==> config.mk <==
export PLATFORM = sky130hd
export DESIGN_NAME = shift_sequencer
export DESIGN_NICKNAME = d
export VERILOG_FILES = /design/src/rtl/shift_pkg.sv /design/src/rtl/shift_step.sv /design/src/rtl/shift_sequencer.sv
export SDC_FILE = /design/constraint.sdc
export NUM_CORES = 1
export LEC_CHECK = 0
export ABC_AREA = 0
export CORE_UTILIZATION = 63
export CTS_CLUSTER_DIAMETER = 40
export DETAILED_ROUTE_END_ITERATION = 12
export DONT_BUFFER_PORTS = 1
export PLACE_DENSITY = 0.81
export SYNTH_ARGS = -nofsm -noshare
export SYNTH_HDL_FRONTEND = slang
export SYNTH_SLANG_ARGS = --single-unit
==> constraint.sdc <==
create_clock -name clk -period 2 [get_ports clk]
set_input_delay 0.2 -clock clk [delete_from_list [all_inputs] [get_ports clk]]
set_output_delay 0.2 -clock clk [all_outputs]
set_load 0.02 [all_outputs]
==> src/rtl/shift_pkg.sv <==
// Shared encodings for the iterative shifter: op codes, FSM states, default width.
package shift_pkg;

  localparam int DEF_WIDTH = 32;

  typedef enum logic [1:0] {
    SH_SLL = 2'b00,
    SH_SRL = 2'b01,
    SH_SRA = 2'b10,
    SH_ROR = 2'b11
  } op_e;

  typedef enum logic [1:0] {
    S_IDLE  = 2'b00,
    S_SHIFT = 2'b01,
    S_DONE  = 2'b10
  } state_e;

endpackage

==> src/rtl/shift_step.sv <==
// Combinational single-position shift of a WIDTH-bit word, selected by op.
module shift_step
  import shift_pkg::*;
#(
  parameter int WIDTH = DEF_WIDTH
) (
  input  logic [WIDTH-1:0] a,
  input  logic [1:0]       op,
  output logic [WIDTH-1:0] y
);

  always_comb begin
    y = {a[WIDTH-2:0], 1'b0};
    case (op_e'(op))
      SH_SLL:  y = {a[WIDTH-2:0], 1'b0};
      SH_SRL:  y = {1'b0, a[WIDTH-1:1]};
      SH_SRA:  y = {a[WIDTH-1], a[WIDTH-1:1]};
      SH_ROR:  y = {a[0], a[WIDTH-1:1]};
      default: y = {a[WIDTH-2:0], 1'b0};
    endcase
  end

endmodule

==> src/rtl/shift_sequencer.sv <==
// Iterative variable-amount shifter: one bit per cycle, start/busy/done handshake.
module shift_sequencer
  import shift_pkg::*;
#(
  parameter int WIDTH   = DEF_WIDTH,
  parameter int SHAMT_W = 5
) (
  input  logic               clk,
  input  logic               rst,
  input  logic               start,
  input  logic [1:0]         op,
  input  logic [WIDTH-1:0]   data,
  input  logic [SHAMT_W-1:0] shamt,
  output logic               busy,
  output logic               done,
  output logic [WIDTH-1:0]   result
);

  state_e             state_q, state_d;
  logic [WIDTH-1:0]   acc, acc_step;
  logic [SHAMT_W-1:0] cnt;
  logic [1:0]         op_r;

  shift_step #(.WIDTH(WIDTH)) u_step (
    .a  (acc),
    .op (op_r),
    .y  (acc_step)
  );

  always_ff @(posedge clk) begin
    if (rst) state_q <= S_IDLE;
    else     state_q <= state_d;
  end

  always_comb begin
    state_d = state_q;
    case (state_q)
      S_IDLE:  if (start) state_d = (shamt == '0) ? S_DONE : S_SHIFT;
      S_SHIFT: if (cnt == SHAMT_W'(1)) state_d = S_DONE;
      S_DONE:  state_d = S_IDLE;
      default: state_d = S_IDLE;
    endcase
  end

  always_comb begin
    busy = (state_q != S_IDLE);
    done = (state_q == S_DONE);
  end

  // result is loaded only on the edge that enters DONE, so it holds through IDLE/SHIFT
  always_ff @(posedge clk) begin
    if (rst) begin
      acc    <= '0;
      cnt    <= '0;
      op_r   <= SH_SLL;
      result <= '0;
    end else begin
      case (state_q)
        S_IDLE: if (start) begin
          acc  <= data;
          cnt  <= shamt;
          op_r <= op;
          if (shamt == '0) result <= data;
        end
        S_SHIFT: begin
          acc <= acc_step;
          cnt <= cnt - 1'b1;
          if (cnt == SHAMT_W'(1)) result <= acc_step;
        end
        default: ;
      endcase
    end
  end

endmodule

==> run metrics <==
GPL Wtd Cong between 0.8 and 0.9; IO buf count 0; Total Nets Final 466; most common cell after layout, fill and taps aside dfxtp_1; final-report hold violation count 0; Placed Cells 481; Yosys cell types 35; largest net degree at the start of global routing 74; Layout fillers roughly 420; drt pass-1 iters 5; CTS tree done; Syn Inst Count 435; Post-synth ARST share 0; total die area around 6200 um2; total grt overflow 0; flops & latches, synth 73; Crit. End Element flip-flop; htree depth 3; cell taking the most area after synthesis dfxtp_1; row count 27; worst-margin pin slew roughly 0.45 ns; Core ar. roughly 5600 um2; Slew Limit Fails 0; I/O pins 76; clk buf depth 2; multi-input logic area 2050 um2; initial antenna violation count 0; GRT Util Overall 0.332; YS warnings 0; Max Cap Viol 0; number of CTS-inserted buffers 9; initial DRC count 347; startpoint type of the worst setup path flip-flop; CTS sink cnt 73; post-layout util 0.734; Die Y-Extent 78.7 um; period utilization 0.881; synthesized net count roughly 480; Main synth FF type dfxtp_1; unrepaired setup endpoints after global routing no; CP Max Fanout 18; number of global-route vias before repair around 3.4k; antenna cells 0; kind of critical path flip-flop to flip-flop; register area roughly 1500 um2; Routed WL a little under 10 mm; Tightest Hold Check Type input pin to flip-flop; wire per inst 19.5 um; average size of a mapped cell roughly 8.5 um2; Seq/Total Area, Yosys 0.394; Die Wd 78.7 um; first-pass GRT wire length roughly 16 mm; clk_skew between 0.003 and 0.004 ns; worst skew pair latency 0.35 ns; final cell count without fillers between 400 and 500; PD cells roughly 1100 nW/um2; Post-synth EDFFs 0; vias after detailed routing around 3.5k; final setup vio count 0; postcts setup bufs 0; share of cells above drive strength 1 0.122; VDD IR max between 0.0006 and 0.0007 V; Netlist Area Pre-Place approximately 3700 um2; CTS root buf clkbuf_8; run status finished, final reports clean; worst endpoint required time 2.26 ns; vias per inst about 7; Worst-path clk slew 0.08 ns; DP Wirelength 6.33 mm; Worst Path Arrival 2.02 ns; Syn-to-layout area delta 10.3%; Final min period ~1.8 ns; Final ANT Viol Nets 0; post-synth top area share 0.394; Leak ~1.5 nW; Initial Util 0.666; setup TNS 0 ns; top post-synthesis cells by area dfxtp_1 39%, o21a_1 12%, a211o_1 6.8%; Fmax achieved between 500 and 600 MHz; most frequent cells in the layout 73 x dfxtp_1, 61 x o21a_1, 43 x nor2_1; Worst slew margin 0.702; # DRC 0
power by group:
part	leakage (nW)	internal [mW]	total (mW)	switching (mW)
Sequential	0.599	1.62	1.84	0.217
Clock	0.120	0.861	1.43	0.571
Combinational	0.768	0.431	1.07	0.634
Total	1.49	2.91	4.34	1.42
area by class of cell:
cell class,instances,share of cell area
inverter,5,0.00459
multi-input combinational,306,0.502
sequential,73,0.357
clock inverter,5,0.0251
clock buffer,11,0.0345
tap,72,0.0220
timing repair buffer,27,0.0550
flip-flops by register name, indices dropped and copies added (netlist names):
register	count
cnt	5
acc	32
result	32
state_q	2
op_r	2
cell families after synthesis:
kind of cell               synth area share
and+or+nand+nor                      0.0786
muxes                               0.00304
buffers and inverters                0.0607
AOI/OAI and AO/OA                     0.457
adders and majority gates           0.00674
DFF                                   0.394
metrics by stage:
stage / power (mW) / instance area [um2] / hold WS [ns] / worst slack (ns)
finish: 4.34 / 4090 / 0.0168 / 0.239
CTS: 4.31 / 4080 / 0.0108 / 0.167
floorplan: 2.61 / 3710 / 0.348 / 0.339
global placement: 2.84 / 3800 / 0.275 / 0.305
detailed placement: 2.87 / 3800 / 0.276 / 0.221
global route: 4.54 / 4090 / 0.0237 / 0.0244
cells in the mapped netlist, types with 5 or more instances:
cell type,number
dfxtp_1,73
o21a_1,61
nor2_1,44
clkbuf_1,37
a21oi_1,36
o21ai_0,33
a22oi_1,30
a211o_1,29
o2111ai_1,29
buf_2,12
a211oi_1,7
inv_1,5
nand2_1,5
critical path: stages (launching register included):
cell and delay [ns]:
dfxtp_1 0.32, inv_1 0.09, ha_1 0.15, nor4b_2 0.21
buf_4 0.18, o21a_1 0.13, buf_4 0.23, a21oi_1 0.09
a311oi_1 0.27
metal layers:
metal / part of all wire / global-route usage / routed length [um]
met5: 0 / 0 / 0
met1: 0.42 / 0.427 / 4110
met2: 0.47 / 0.531 / 4580
met3: 0.085 / 0.0851 / 831
met4: 0.023 / 0.131 / 225
final timing paths:
path | from | to | slack (ns) | cells after the start
hold / removal | start | op_r[0] | 0.02 | 2
setup reg to reg | cnt[1] | result[0] | 0.24 | 8
hold reg to reg | cnt[4] | cnt[4] | 0.49 | 2
setup / recovery | cnt[1] | result[0] | 0.24 | 8
repair_timing:
| action | CTS | global route |
|---|---|---|
| hold buffers | 2 | 0 |
| setup endpoints to repair | 0 | 1 |
| resized for setup | 0 | 2 |
| endpoints found under the hold margin | 73 | 0 |
No activity file was read; power rests on OpenSTA's default activity.
==> patch 1: new RTL, config.mk and constraints unchanged <==
Re-encode `state_e` (3 states) as one-hot, 3 bits wide.
--- a/src/rtl/shift_pkg.sv
+++ b/src/rtl/shift_pkg.sv
@@ -12,6 +12,6 @@
 
-  typedef enum logic [1:0] {
-    S_IDLE  = 2'b00,
-    S_SHIFT = 2'b01,
-    S_DONE  = 2'b10
+  typedef enum logic [2:0] {
+    S_IDLE  = 3'b001,
+    S_SHIFT = 3'b010,
+    S_DONE  = 3'b100
   } state_e;
Function: no difference found for any inputs over 4 cycles, from zero or initial values and one cycle with rst high; so few cycles prove little.
==> patch 1 against the unedited design <==
Cell area is 1.7% higher; worst setup slack worse by 0.17 ns; power shrank 20%; largest power group unchanged; critical endpoint is now result[31]; sequential cell count increased by 1; critical path type unchanged; wire length up 2.2%; sequential share of layout area decreased by 0.099 points; count of clock-buffer cells in the layout increased by 3; synthesized area is 1.5% higher.
==> patch 1: results <==
export IMPL_peakVddDrop_uv=554
export IMPL_placed_cell_area_mm2=0.00392
export IMPL_cts_htree_levels=3
export IMPL_p_leak_uw=0.00140
export IMPL_num_vias=3601
export IMPL_worst_ep_arrival_time_ns=2.18
export IMPL_grtUsageTotal_pct=32.8
export IMPL_cpPeakStageDelay_ns=0.45
export IMPL_first_global_vias=3440
export IMPL_fin_skew_ns=0.00664
export IMPL_drtIter0Drc=374
export IMPL_synth_common_cells="97 x a21oi_1, 74 x dfxtp_1, 43 x clkbuf_1"
export IMPL_dp_hpwl_mm=6.34
export IMPL_ys_seq_area_share_pct=39.4
export IMPL_drive_above_1_share_pct=10.9
export IMPL_first_pass_iters=6
export IMPL_synthCells=465
export IMPL_num_nets_final=497
export IMPL_status="complete, no violations"
export IMPL_stdcell_count=530
export IMPL_preCtsSetupSlack_ns=0.00202
export IMPL_cap_violations=0
export IMPL_crit_path_top_delay_cell="o41ai_4"
export IMPL_syn_nets=509
export IMPL_gp_congestion=0.815
export IMPL_grt_first_pass_wirelength_mm=16.3
export IMPL_synthTopCellsByArea="dfxtp_1 39%, a21oi_1 13%, a211o_1 6.7%, o2111ai_1 6.7%, o21a_1 6.0%"
export IMPL_crit_family="compound AO/OA/AOI/OAI gates"
## patch 1: layer usage
metal | GRT usage, % | wire length (um) | vias up
met2 | 50.2 | 4710 | 179
li1 | - | - | 1705
met4 | 15.1 | 185 | 0
met5 | 0 | 0 | -
met1 | 42.6 | 4200 | 1692
met3 | 9.20 | 865 | 25
## patch 1: what timing repair did
item	CTS	global route
endpoints found under the hold margin	73	0
resized for setup	1	2
pin swaps	0	1
hold buffers	3	0
setup endpoints to repair	1	20
## patch 1: cells by family (layout without fill, tap and decap cells)
| group | count (synthesis) | count (layout) | share of synthesized area, % |
|---|---|---|---|
| mux | 1 | 1 | 0.299 |
| fa+ha+maj | 2 | 2 | 0.665 |
| compound gates | 238 | 238 | 41.3 |
| buf+inv | 57 | 50 | 5.85 |
| simple gates | 93 | 93 | 12.6 |
| flops | 74 | 74 | 39.4 |
## patch 1: worst paths after layout
check / startpoint / endpoint / slack [ns] / cells after the start
worst max register to register: state_q[0] / result[31] / 0.07 / 6
worst max-delay path: state_q[0] / result[31] / 0.07 / 6
worst min register to register: acc[21] / acc[21] / 0.47 / 2
worst min-delay path: op[1] / op_r[1] / 0.03 / 2
## patch 1: power by group
| group | internal, uW | switching, uW | leakage, uW |
|---|---|---|---|
| logic | 268 | 403 | 0.000701 |
| registers | 1590 | 121 | 0.000604 |
| clock network | 551 | 553 | 0.0000965 |
## patch 1: final cells by class
type,instances,area (um^2)
tap,72,90.1
sequential,74,1480
clock inverter,2,10.0
clock buffer,14,173
inverter,7,26.3
multi-input combinational,334,2110
timing repair buffer,27,269
fill,431,1480
## patch 1: worst reg2reg max path: stages, from the launching register on
cell and delay (ns):
dfxtp_1 0.37, nor3b_4 0.27, inv_2 0.15, o41ai_4 0.45, buf_6 0.23, nand2_1 0.09
a31o_1 0.27
==> patch 2: new RTL, same flow settings <==
Made on the original files. Set the package constant `DEF_WIDTH` to 36 (it was 32).
--- a/src/rtl/shift_pkg.sv
+++ b/src/rtl/shift_pkg.sv
@@ -3,3 +3,3 @@
 
-  localparam int DEF_WIDTH = 32;
+  localparam int DEF_WIDTH = 36;
 
Ports: changed (resized data and result); port bits go from 76 to 84. The function was not compared with the original's and may differ.
==> patch 2 against the unedited design <==
The flow now finishes with violations (negative hold slack, negative setup slack); power is 3.7% higher; maximum frequency is 13% lower; worst setup slack worse by 0.26 ns; clock skew is 0.0037 ns higher; synthesized area is 8.2% higher; largest power group unchanged; sequential cell count is 8 higher; wire length is 13% higher; synthesized cell count is 16% higher; cell area is 12% higher; non-clock buffer count is 1 lower.
==> patch 2: results <==
export IMPL_status="finished with violations"
export IMPL_violations="negative hold slack, negative setup slack"
export IMPL_grt_use_met3_pct=7.44
export IMPL_drtIter0Drc=333
export IMPL_clock_area_share_pct=4.54
export IMPL_first_global_vias=3536
export IMPL_syn_nets=552
export IMPL_synth_cell_types=37
export IMPL_dp_hpwl_mm=5.81
export IMPL_crit_family="simple AND/OR/NAND/NOR gates"
export IMPL_cpPeakStageDelay_ns=0.56
export IMPL_grtUsageTotal_pct=33.7
export IMPL_gp_congestion=0.784
export IMPL_grt_max_degree=82
export IMPL_buffers_excl_clock=26
export IMPL_multiInputCombCellCount=375
export IMPL_hold_ws_ns=-0.0925
export IMPL_hold_viol=79
export IMPL_clock_sinks=81
export IMPL_synth_mux_area_share_pct=0.561
export IMPL_crit_path_top_delay_cell="or4b_4"
export IMPL_worst_ep_arrival_time_ns=2.31
export IMPL_setup_viol=6
export IMPL_seq_area_share_pct=35.5
export IMPL_fin_skew_ns=0.00726
export IMPL_synth_adder_area_share_pct=0.623
export IMPL_ys_seq_area_share_pct=40.4
export IMPL_slew_headroom_pct=46.6
export IMPL_p_leak_uw=0.00156
export IMPL_seq_area_mm2=0.00162
export IMPL_filler_cell_count=486
export IMPL_num_nets_final=543
export IMPL_met2_usage_pct=55.0
export IMPL_cp_max_fo=8
export IMPL_largestRegisters="acc: 36 flops, result: 36 flops, cnt: 5 flops"
export IMPL_first_pass_iters=4
export IMPL_synthTopCellsByArea="dfxtp_1 40%, a21oi_1 9.5%, a211oi_1 7.1%, o21a_1 6.4%, or4_1 6.4%"
export IMPL_peakVddDrop_uv=703
export IMPL_drive_above_1_share_pct=20.6
export IMPL_buf_share_pct=4.65
export IMPL_pwr_share_clk_pct=28.1
export IMPL_setup_ws_ns=-0.0239
export IMPL_grt_first_pass_wirelength_mm=17.1
export IMPL_grtUsageMet1_pct=43.3
export IMPL_num_vias=3844
export IMPL_n_all_inverters=2
export IMPL_synth_common_cells="81 x dfxtp_1, 76 x a21oi_1, 44 x nand2_1"
-- patch 2: final timing paths --
kind / from / endpoint / slack (ns) / cells past startpoint
hold / removal: rst / result[19] / -0.09 / 1
setup reg to reg: cnt[1] / result[29] / -0.02 / 6
hold reg to reg: acc[17] / acc[17] / 0.47 / 2
setup / recovery: cnt[1] / result[29] / -0.02 / 6
-- patch 2: through the flow --
| stage | hold slack [ns] | std cells | setup WS [ns] |
|---|---|---|---|
| global placement | 0.275 | 546 | -0.0995 |
| global route | -0.114 | 575 | -0.0701 |
| finish | -0.0925 | 575 | -0.0239 |
| CTS | -0.0983 | 574 | -0.0488 |
| floorplan | 0.336 | 504 | 0.0162 |
| detailed placement | 0.277 | 546 | -0.160 |
-- patch 2: timing repair --
item | 4_1_cts | 5_1_grt
gates resized for setup | 14 | 51
endpoints found under the hold margin | 81 | 79
buffers inserted | 4 | 1
setup endpoints to repair | 34 | 35
pin swaps | 65 | 32
cloned | 6 | 0
